### src/rtl/cache_tag_plru.sv
// -----------------------------------------------------------------------------
// cache_tag_plru
//
// Set-associative tag array with a tree pseudo-LRU per set, a registered
// one-cycle lookup and a sequenced flush-all engine.
//
// Ports
//   clk, rst_n              clock (rising edge), asynchronous active-low reset
//   access_en_i             start a lookup this cycle
//   access_set_idx_i        set to look up
//   access_tag_i            tag to compare
//   access_valid_out_o      lookup result valid (cycle after access_en_i)
//   access_hit_oh_o         one-hot hit vector (all hitting ways reported)
//   access_hit_o            OR of access_hit_oh_o
//   access_hit_way_idx_o    lowest hitting way
//   lru_way_idx_o           PLRU victim of the looked-up set, sampled before
//                           that lookup's own touch; holds when no result
//   update_en_i             write tag/valid
//   update_way_idx_i        way to write
//   update_set_idx_i        set to write
//   update_tag_i            tag to store
//   update_valid_i          valid bit to store (0 invalidates, no PLRU touch)
//   flush_req_i             pulse: invalidate the whole array
//   flush_busy_o            flush in progress
//   flush_state_dbg_o       flush FSM state (0 = IDLE, 1 = FLUSH)
//
// Handshake: there is no backpressure. access_en_i / update_en_i /
// flush_req_i are accepted in any cycle where the flush FSM is IDLE and are
// silently dropped while flush_busy_o is high. A lookup accepted in cycle N
// always presents its result in cycle N+1 with access_valid_out_o = 1.
// -----------------------------------------------------------------------------
module cache_tag_plru #(
    parameter int NUM_WAYS        = 4,
    parameter int NUM_SETS        = 16,
    parameter int CACHE_TAG_WIDTH = 22,
    parameter int NUM_WAYS_LOG    = $clog2(NUM_WAYS),
    parameter int NUM_SETS_LOG    = $clog2(NUM_SETS)
) (
    input  logic                       clk,
    input  logic                       rst_n,

    input  logic                       access_en_i,
    input  logic [NUM_SETS_LOG-1:0]    access_set_idx_i,
    input  logic [CACHE_TAG_WIDTH-1:0] access_tag_i,
    output logic                       access_valid_out_o,
    output logic [NUM_WAYS-1:0]        access_hit_oh_o,
    output logic                       access_hit_o,
    output logic [NUM_WAYS_LOG-1:0]    access_hit_way_idx_o,
    output logic [NUM_WAYS_LOG-1:0]    lru_way_idx_o,

    input  logic                       update_en_i,
    input  logic [NUM_WAYS_LOG-1:0]    update_way_idx_i,
    input  logic [NUM_SETS_LOG-1:0]    update_set_idx_i,
    input  logic [CACHE_TAG_WIDTH-1:0] update_tag_i,
    input  logic                       update_valid_i,

    input  logic                       flush_req_i,
    output logic                       flush_busy_o,
    output logic                       flush_state_dbg_o
);

    localparam int NODES = NUM_WAYS - 1;

    typedef enum logic {
        ST_IDLE  = 1'b0,
        ST_FLUSH = 1'b1
    } flush_state_e;

    // -------------------------------------------------------------------------
    // Tree PLRU helpers. Nodes are heap-ordered: node 0 is the root, children
    // of node n are 2n+1 (lower half) and 2n+2 (upper half). A node bit of 0
    // means the victim lies in the lower half.
    // -------------------------------------------------------------------------
    function automatic logic [NUM_WAYS_LOG-1:0] plru_victim(input logic [NODES-1:0] bits);
        logic [NUM_WAYS_LOG-1:0] v;
        int node;
        v    = '0;
        node = 0;
        for (int l = 0; l < NUM_WAYS_LOG; l++) begin
            v[NUM_WAYS_LOG-1-l] = bits[node];
            node = 2 * node + 1 + (bits[node] ? 1 : 0);
        end
        return v;
    endfunction

    // Every node on the way's path is set to point at the other subtree.
    function automatic logic [NODES-1:0] plru_touch(input logic [NODES-1:0] bits,
                                                    input logic [NUM_WAYS_LOG-1:0] way);
        logic [NODES-1:0] r;
        int node;
        r    = bits;
        node = 0;
        for (int l = 0; l < NUM_WAYS_LOG; l++) begin
            r[node] = ~way[NUM_WAYS_LOG-1-l];
            node = 2 * node + 1 + (way[NUM_WAYS_LOG-1-l] ? 1 : 0);
        end
        return r;
    endfunction

    // -------------------------------------------------------------------------
    // Storage
    // -------------------------------------------------------------------------
    logic [CACHE_TAG_WIDTH-1:0] tag_q   [NUM_SETS][NUM_WAYS];
    logic [NUM_WAYS-1:0]        valid_q [NUM_SETS];
    logic [NUM_WAYS-1:0]        valid_d [NUM_SETS];
    logic [NODES-1:0]           plru_q  [NUM_SETS];
    logic [NODES-1:0]           plru_d  [NUM_SETS];

    // Lookup pipeline registers
    logic                       look_valid_q, look_valid_d;
    logic [NUM_WAYS-1:0]        hit_oh_q, hit_oh_d;
    logic [NUM_WAYS_LOG-1:0]    lru_q, lru_d;
    logic [NUM_SETS_LOG-1:0]    look_set_q, look_set_d;

    // Flush FSM
    flush_state_e               state_q, state_d;
    logic [NUM_SETS_LOG-1:0]    flush_cnt_q, flush_cnt_d;
    logic                       fsm_idle;
    logic                       flush_clear;

    logic                       access_accept;
    logic                       update_accept;
    logic [NUM_WAYS-1:0]        hit_vec;
    logic [NUM_WAYS_LOG-1:0]    hit_way;
    logic                       hit_touch;

    assign access_accept = access_en_i && fsm_idle;
    assign update_accept = update_en_i && fsm_idle;

    // -------------------------------------------------------------------------
    // Flush FSM: state register / next-state / outputs
    // -------------------------------------------------------------------------
    always_ff @(posedge clk or negedge rst_n) begin
        if (!rst_n) begin
            state_q     <= ST_IDLE;
            flush_cnt_q <= '0;
        end else begin
            state_q     <= state_d;
            flush_cnt_q <= flush_cnt_d;
        end
    end

    always_comb begin
        state_d     = state_q;
        flush_cnt_d = flush_cnt_q;
        case (state_q)
            ST_IDLE: begin
                if (flush_req_i) begin
                    state_d     = ST_FLUSH;
                    flush_cnt_d = '0;
                end
            end
            ST_FLUSH: begin
                flush_cnt_d = flush_cnt_q + 1'b1;
                if (flush_cnt_q == NUM_SETS_LOG'(NUM_SETS - 1)) begin
                    state_d = ST_IDLE;
                end
            end
            default: state_d = ST_IDLE;
        endcase
    end

    always_comb begin
        fsm_idle          = (state_q == ST_IDLE);
        flush_clear       = (state_q == ST_FLUSH);
        flush_busy_o      = (state_q == ST_FLUSH);
        flush_state_dbg_o = state_q;
    end

    // -------------------------------------------------------------------------
    // Lookup: compare against the array as it stands in the request cycle, so
    // a same-cycle update is not visible.
    // -------------------------------------------------------------------------
    always_comb begin
        hit_vec = '0;
        for (int w = 0; w < NUM_WAYS; w++) begin
            hit_vec[w] = valid_q[access_set_idx_i][w] &&
                         (tag_q[access_set_idx_i][w] == access_tag_i);
        end
    end

    always_comb begin
        look_valid_d = access_accept;
        hit_oh_d     = access_accept ? hit_vec : '0;
        lru_d        = access_accept ? plru_victim(plru_q[access_set_idx_i]) : lru_q;
        look_set_d   = access_accept ? access_set_idx_i : look_set_q;
    end

    always_ff @(posedge clk or negedge rst_n) begin
        if (!rst_n) begin
            look_valid_q <= 1'b0;
            hit_oh_q     <= '0;
            lru_q        <= '0;
            look_set_q   <= '0;
        end else begin
            look_valid_q <= look_valid_d;
            hit_oh_q     <= hit_oh_d;
            lru_q        <= lru_d;
            look_set_q   <= look_set_d;
        end
    end

    // Lowest hitting way wins when several ways hit.
    always_comb begin
        hit_way = '0;
        for (int w = NUM_WAYS - 1; w >= 0; w--) begin
            if (hit_oh_q[w]) begin
                hit_way = NUM_WAYS_LOG'(w);
            end
        end
    end

    assign hit_touch            = look_valid_q && (|hit_oh_q);
    assign access_valid_out_o   = look_valid_q;
    assign access_hit_oh_o      = hit_oh_q;
    assign access_hit_o         = |hit_oh_q;
    assign access_hit_way_idx_o = hit_way;
    assign lru_way_idx_o        = lru_q;

    // -------------------------------------------------------------------------
    // Valid / PLRU next state. Order matters on a shared set: hit touch, then
    // update touch (update wins on shared bits), then the flush clear, which
    // overrides everything for the set being flushed.
    // -------------------------------------------------------------------------
    always_comb begin
        valid_d = valid_q;
        if (update_accept) begin
            valid_d[update_set_idx_i][update_way_idx_i] = update_valid_i;
        end
        if (flush_clear) begin
            valid_d[flush_cnt_q] = '0;
        end
    end

    always_comb begin
        plru_d = plru_q;
        if (hit_touch) begin
            plru_d[look_set_q] = plru_touch(plru_d[look_set_q], hit_way);
        end
        if (update_accept && update_valid_i) begin
            plru_d[update_set_idx_i] = plru_touch(plru_d[update_set_idx_i], update_way_idx_i);
        end
        if (flush_clear) begin
            plru_d[flush_cnt_q] = '0;
        end
    end

    always_ff @(posedge clk or negedge rst_n) begin
        if (!rst_n) begin
            for (int s = 0; s < NUM_SETS; s++) begin
                valid_q[s] <= '0;
                plru_q[s]  <= '0;
            end
        end else begin
            valid_q <= valid_d;
            plru_q  <= plru_d;
        end
    end

    // Tag storage carries no reset; valid bits gate every use of it.
    always_ff @(posedge clk) begin
        if (update_accept) begin
            tag_q[update_set_idx_i][update_way_idx_i] <= update_tag_i;
        end
    end

endmodule

### config.mk
export PLATFORM = sky130hd
export DESIGN_NAME = cache_tag_plru
export DESIGN_NICKNAME = d
export VERILOG_FILES = /design/src/rtl/cache_tag_plru.sv
export SDC_FILE = /design/constraint.sdc
export NUM_CORES = 2
export LEC_CHECK = 0
export CORE_MARGIN = 4
export CORE_UTILIZATION = 63
export DETAILED_ROUTE_END_ITERATION = 10
export PLACE_DENSITY = 0.83
export SLEW_MARGIN = 20
export SYNTH_ARGS = -nofsm -noshare
export SYNTH_HDL_FRONTEND = slang
export SYNTH_SLANG_ARGS = --single-unit
### constraint.sdc
create_clock -name clk -period 3.5 [get_ports clk]
set_input_delay 0.7 -clock clk [delete_from_list [all_inputs] [get_ports clk]]
set_output_delay 0.7 -clock clk [all_outputs]
set_load 0.05 [all_outputs]
==> results.toml <==
[run_status]
status = "finished clean"

[power_and_ir_drop]
power_density_nw_per_um2 = 578.5
vdd_ir_drop_max_uv = 571.3
p_leak_nw = 23.39

[setup_path]
path_class = "flop to primary output"
crit_fanout = 4
worstPathCellList = "buf_4 -> nor2_1 -> nor3_4 -> buf_4 -> dlygate4sd2_1"
cpMostUsedCell = "buf_4"
crit_arrival_ns = 2.67
crit_required_ns = 2.80
startpoint = "access_hit_oh_o[2]"
slowest_stage = "dfrtp_2"
endpoint_kind = "primary output"
startpoint_type = "flop"
r2r-start = "access_hit_oh_o[1]"
cp_slowest_stage_delay_ns = 0.54
ff2ff_path_depth = 10

[detailed_routing]
avgViaCountPerCell = 7.385
dr.pass1.iters = 5
wire_per_inst_um = 38.24
drc = 0
ant_nets = 0
via_count = 34910
routed_wirelength_um = 180700
drt_iter0_markers = 5569

[layout]
final_cell_mix = "edfxtp_1, mux4_2, buf_4"
regArea_um2 = 45490
final_common_cell = "edfxtp_1"
nFillCells = 4951
drive_gt1_share_pct = 32.39
stdcell_area_um2 = 71930
multiInputGateArea_um2 = 15880
area_growth_pct = 16.07
final_util_pct = 74.05
final_nets = 3391

[clock_network]
cts_tree = "built"
clockBufferDepth = 3
cts_hold_buf = 0
clkTransAtPathRegs_ns = 0.06
cts_inserted_buffers = 152
cts_root_buf = "clkbuf_16"
cts.sinks = 1536
h-tree-depth = 4
clk_latency_ns = 0.77

[die]
io_pins = 72
start_util_pct = 63.80
die_h_um = 321.6
die-area_um2 = 103400
fp-row-count = 114
core_area_um2 = 97140
dieWidth_um = 321.6

[place]
dpl_cell_area_um2 = 66790
dp_hpwl_um = 100400
port_buffers = 71
gp_congestion = 0.9091

[logic_synthesis]
synth-edff-count = 1408
seq_area_frac_synth_pct = 73.39
netlist_area_um2 = 61970
syn-num-nets = 3075
ys_async_sr_fraction_pct = 8.333
ys.flop_type = "edfxtp_1"
synth_cell_types = 76
avgSynthCellArea_um2 = 20.58
synthCells = 3011
synth-warning-count = 0
yosys_register_bits = 1536

[flow_run]
max-cap-violations = 0

[timing]
slew_viol_final = 0
tightest_slew_ns = 1.041
max_freq_mhz = 296.8
rsz0062_at_grt = "false"
period_share_pct = 96.27
setup_tns_ns = 0
hold_viol_final = 0
fin_crit_ns = 3.369
whs_ns = 0.03463
relSlewSlack_pct = 30.62
fin_skew_ns = 0.02050
finalSetupViolCount = 0

[global_route]
first_global_vias = 35590
grt_max_degree = 65
grt_overflow = 0
grtUsageTotal_pct = 35.75
antenna_found_initial = 3
grt_pass1_wl_um = 258400

[worst_hold_path]
hold_path_class = "input port to asynchronous set/reset pin"
[state kept, by name, indices dropped and copies added, names as in the netlist]
name / flops
access_hit_oh_o: 4
access_valid_out_o: 1
flush_busy_o: 1
flush_cnt_q: 4
look_set_q: 4
lru_way_idx_o: 2
plru_q: 48
tag_q: 1408
valid_q: 64
[power breakdown]
group | total, mW | switching, mW | internal [mW]
combinational | 4.22 | 2.46 | 1.76
sequential | 20.7 | 0.348 | 20.3
clock | 16.7 | 7.06 | 9.66
[Yosys cell counts, types with 5 or more instances]
| cell | n | share of area, % |
|---|---|---|
| o31ai_1 | 7 | 0.085 |
| a211oi_1 | 5 | 0.061 |
| edfxtp_1 | 1408 | 68 |
| o21ai_1 | 5 | 0.040 |
| nand2b_1 | 28 | 0.28 |
| a311oi_1 | 11 | 0.16 |
| nand3_1 | 17 | 0.14 |
| inv_1 | 8 | 0.048 |
| mux4_2 | 475 | 17 |
| nand4_1 | 16 | 0.16 |
| xnor2_1 | 57 | 0.81 |
| a21oi_1 | 101 | 0.82 |
| a31oi_1 | 7 | 0.071 |
| mux2i_1 | 25 | 0.40 |
| and2_1 | 17 | 0.17 |
| nor2_1 | 136 | 0.82 |
| buf_6 | 5 | 0.091 |
| a31o_2 | 11 | 0.16 |
| buf_1 | 37 | 0.22 |
| dfrtp_1 | 128 | 5.2 |
| nor3_2 | 10 | 0.16 |
| or3_1 | 7 | 0.071 |
| buf_2 | 50 | 0.40 |
| o31ai_2 | 8 | 0.16 |
| nor3_1 | 6 | 0.048 |
| o21ai_0 | 78 | 0.63 |
| xor2_1 | 33 | 0.47 |
| mux2_2 | 6 | 0.11 |
| nand2_1 | 107 | 0.65 |
| o22ai_1 | 15 | 0.15 |
| nor2b_1 | 13 | 0.13 |
| a211o_1 | 13 | 0.18 |
| clkbuf_1 | 87 | 0.53 |
| nor4_1 | 12 | 0.12 |
| and3_1 | 5 | 0.050 |
[cell families (layout without fill, tap and decap cells)]
logic type,after synthesis,count (layout),share of synthesized area (%)
DFF,1536,1536,73.39
and+or+nand+nor,390,390,3.059
muxes,506,506,17.78
xor gates and xnor gates,90,90,1.272
buffers and inverters,192,627,1.351
other,0,5,0
AOI/OAI and AO/OA,293,293,3.069
adders and majority gates,4,4,0.08076
[worst max-delay path: cells and delay by family (launching register included)]
family                 cells  cell delay (ns)
and+or+nand+nor            2             0.42
buffers and inverters      3             0.94
DFF                        1             0.54
[metal layers]
metal / share of wire, % / wire (um) / vias to the layer above / GRT usage (%)
li1: - / - / 13120 / -
met1: 33 / 60210 / 18210 / 46.96
met2: 50 / 89670 / 2958 / 58.23
met3: 12 / 21230 / 619 / 8.432
met4: 5.3 / 9637 / 0 / 16.04
met5: 0 / 0 / - / 0
[cell type report]
class                   count  share of cell area, %
flip-flops and latches   1536                  63.23
multi-input cells        1283                  22.07
clock buffers             186                  5.683
repair buffers            346                  5.418
well taps                1276                  2.219
clock inverters            87                  1.317
inverters                   8                0.04175
diodes                      5                0.01739
[final timing paths]
kind / endpoint / slack (ns)
max: access_hit_way_idx_o[1] / 0.13
min: look_set_q[0] / 0.03
max reg2reg: plru_q[32] / 0.22
min reg2reg: lru_way_idx_o[1] / 0.51
max in group asynchronous: plru_q[5] / 2.57
min in group clk: tag_q[15][55] / 0.48
[per-stage QoR]
stage,std cells,power (mW),setup WS (ns)
detailed placement,4447,25.08,-0.04542
global route,4724,42.80,0.04492
floorplan,3011,23.41,0.2608
CTS,4720,41.58,0.03362
global placement,4447,24.94,0.07608
finish,4727,41.61,0.1306
[timing repair]
item,in CTS,in global routing
buffers inserted,0,2
pin swaps,0,1
setup endpoints to repair,1,16
gates resized for setup,4,2
No activity file was read; power rests on OpenSTA's default activity.
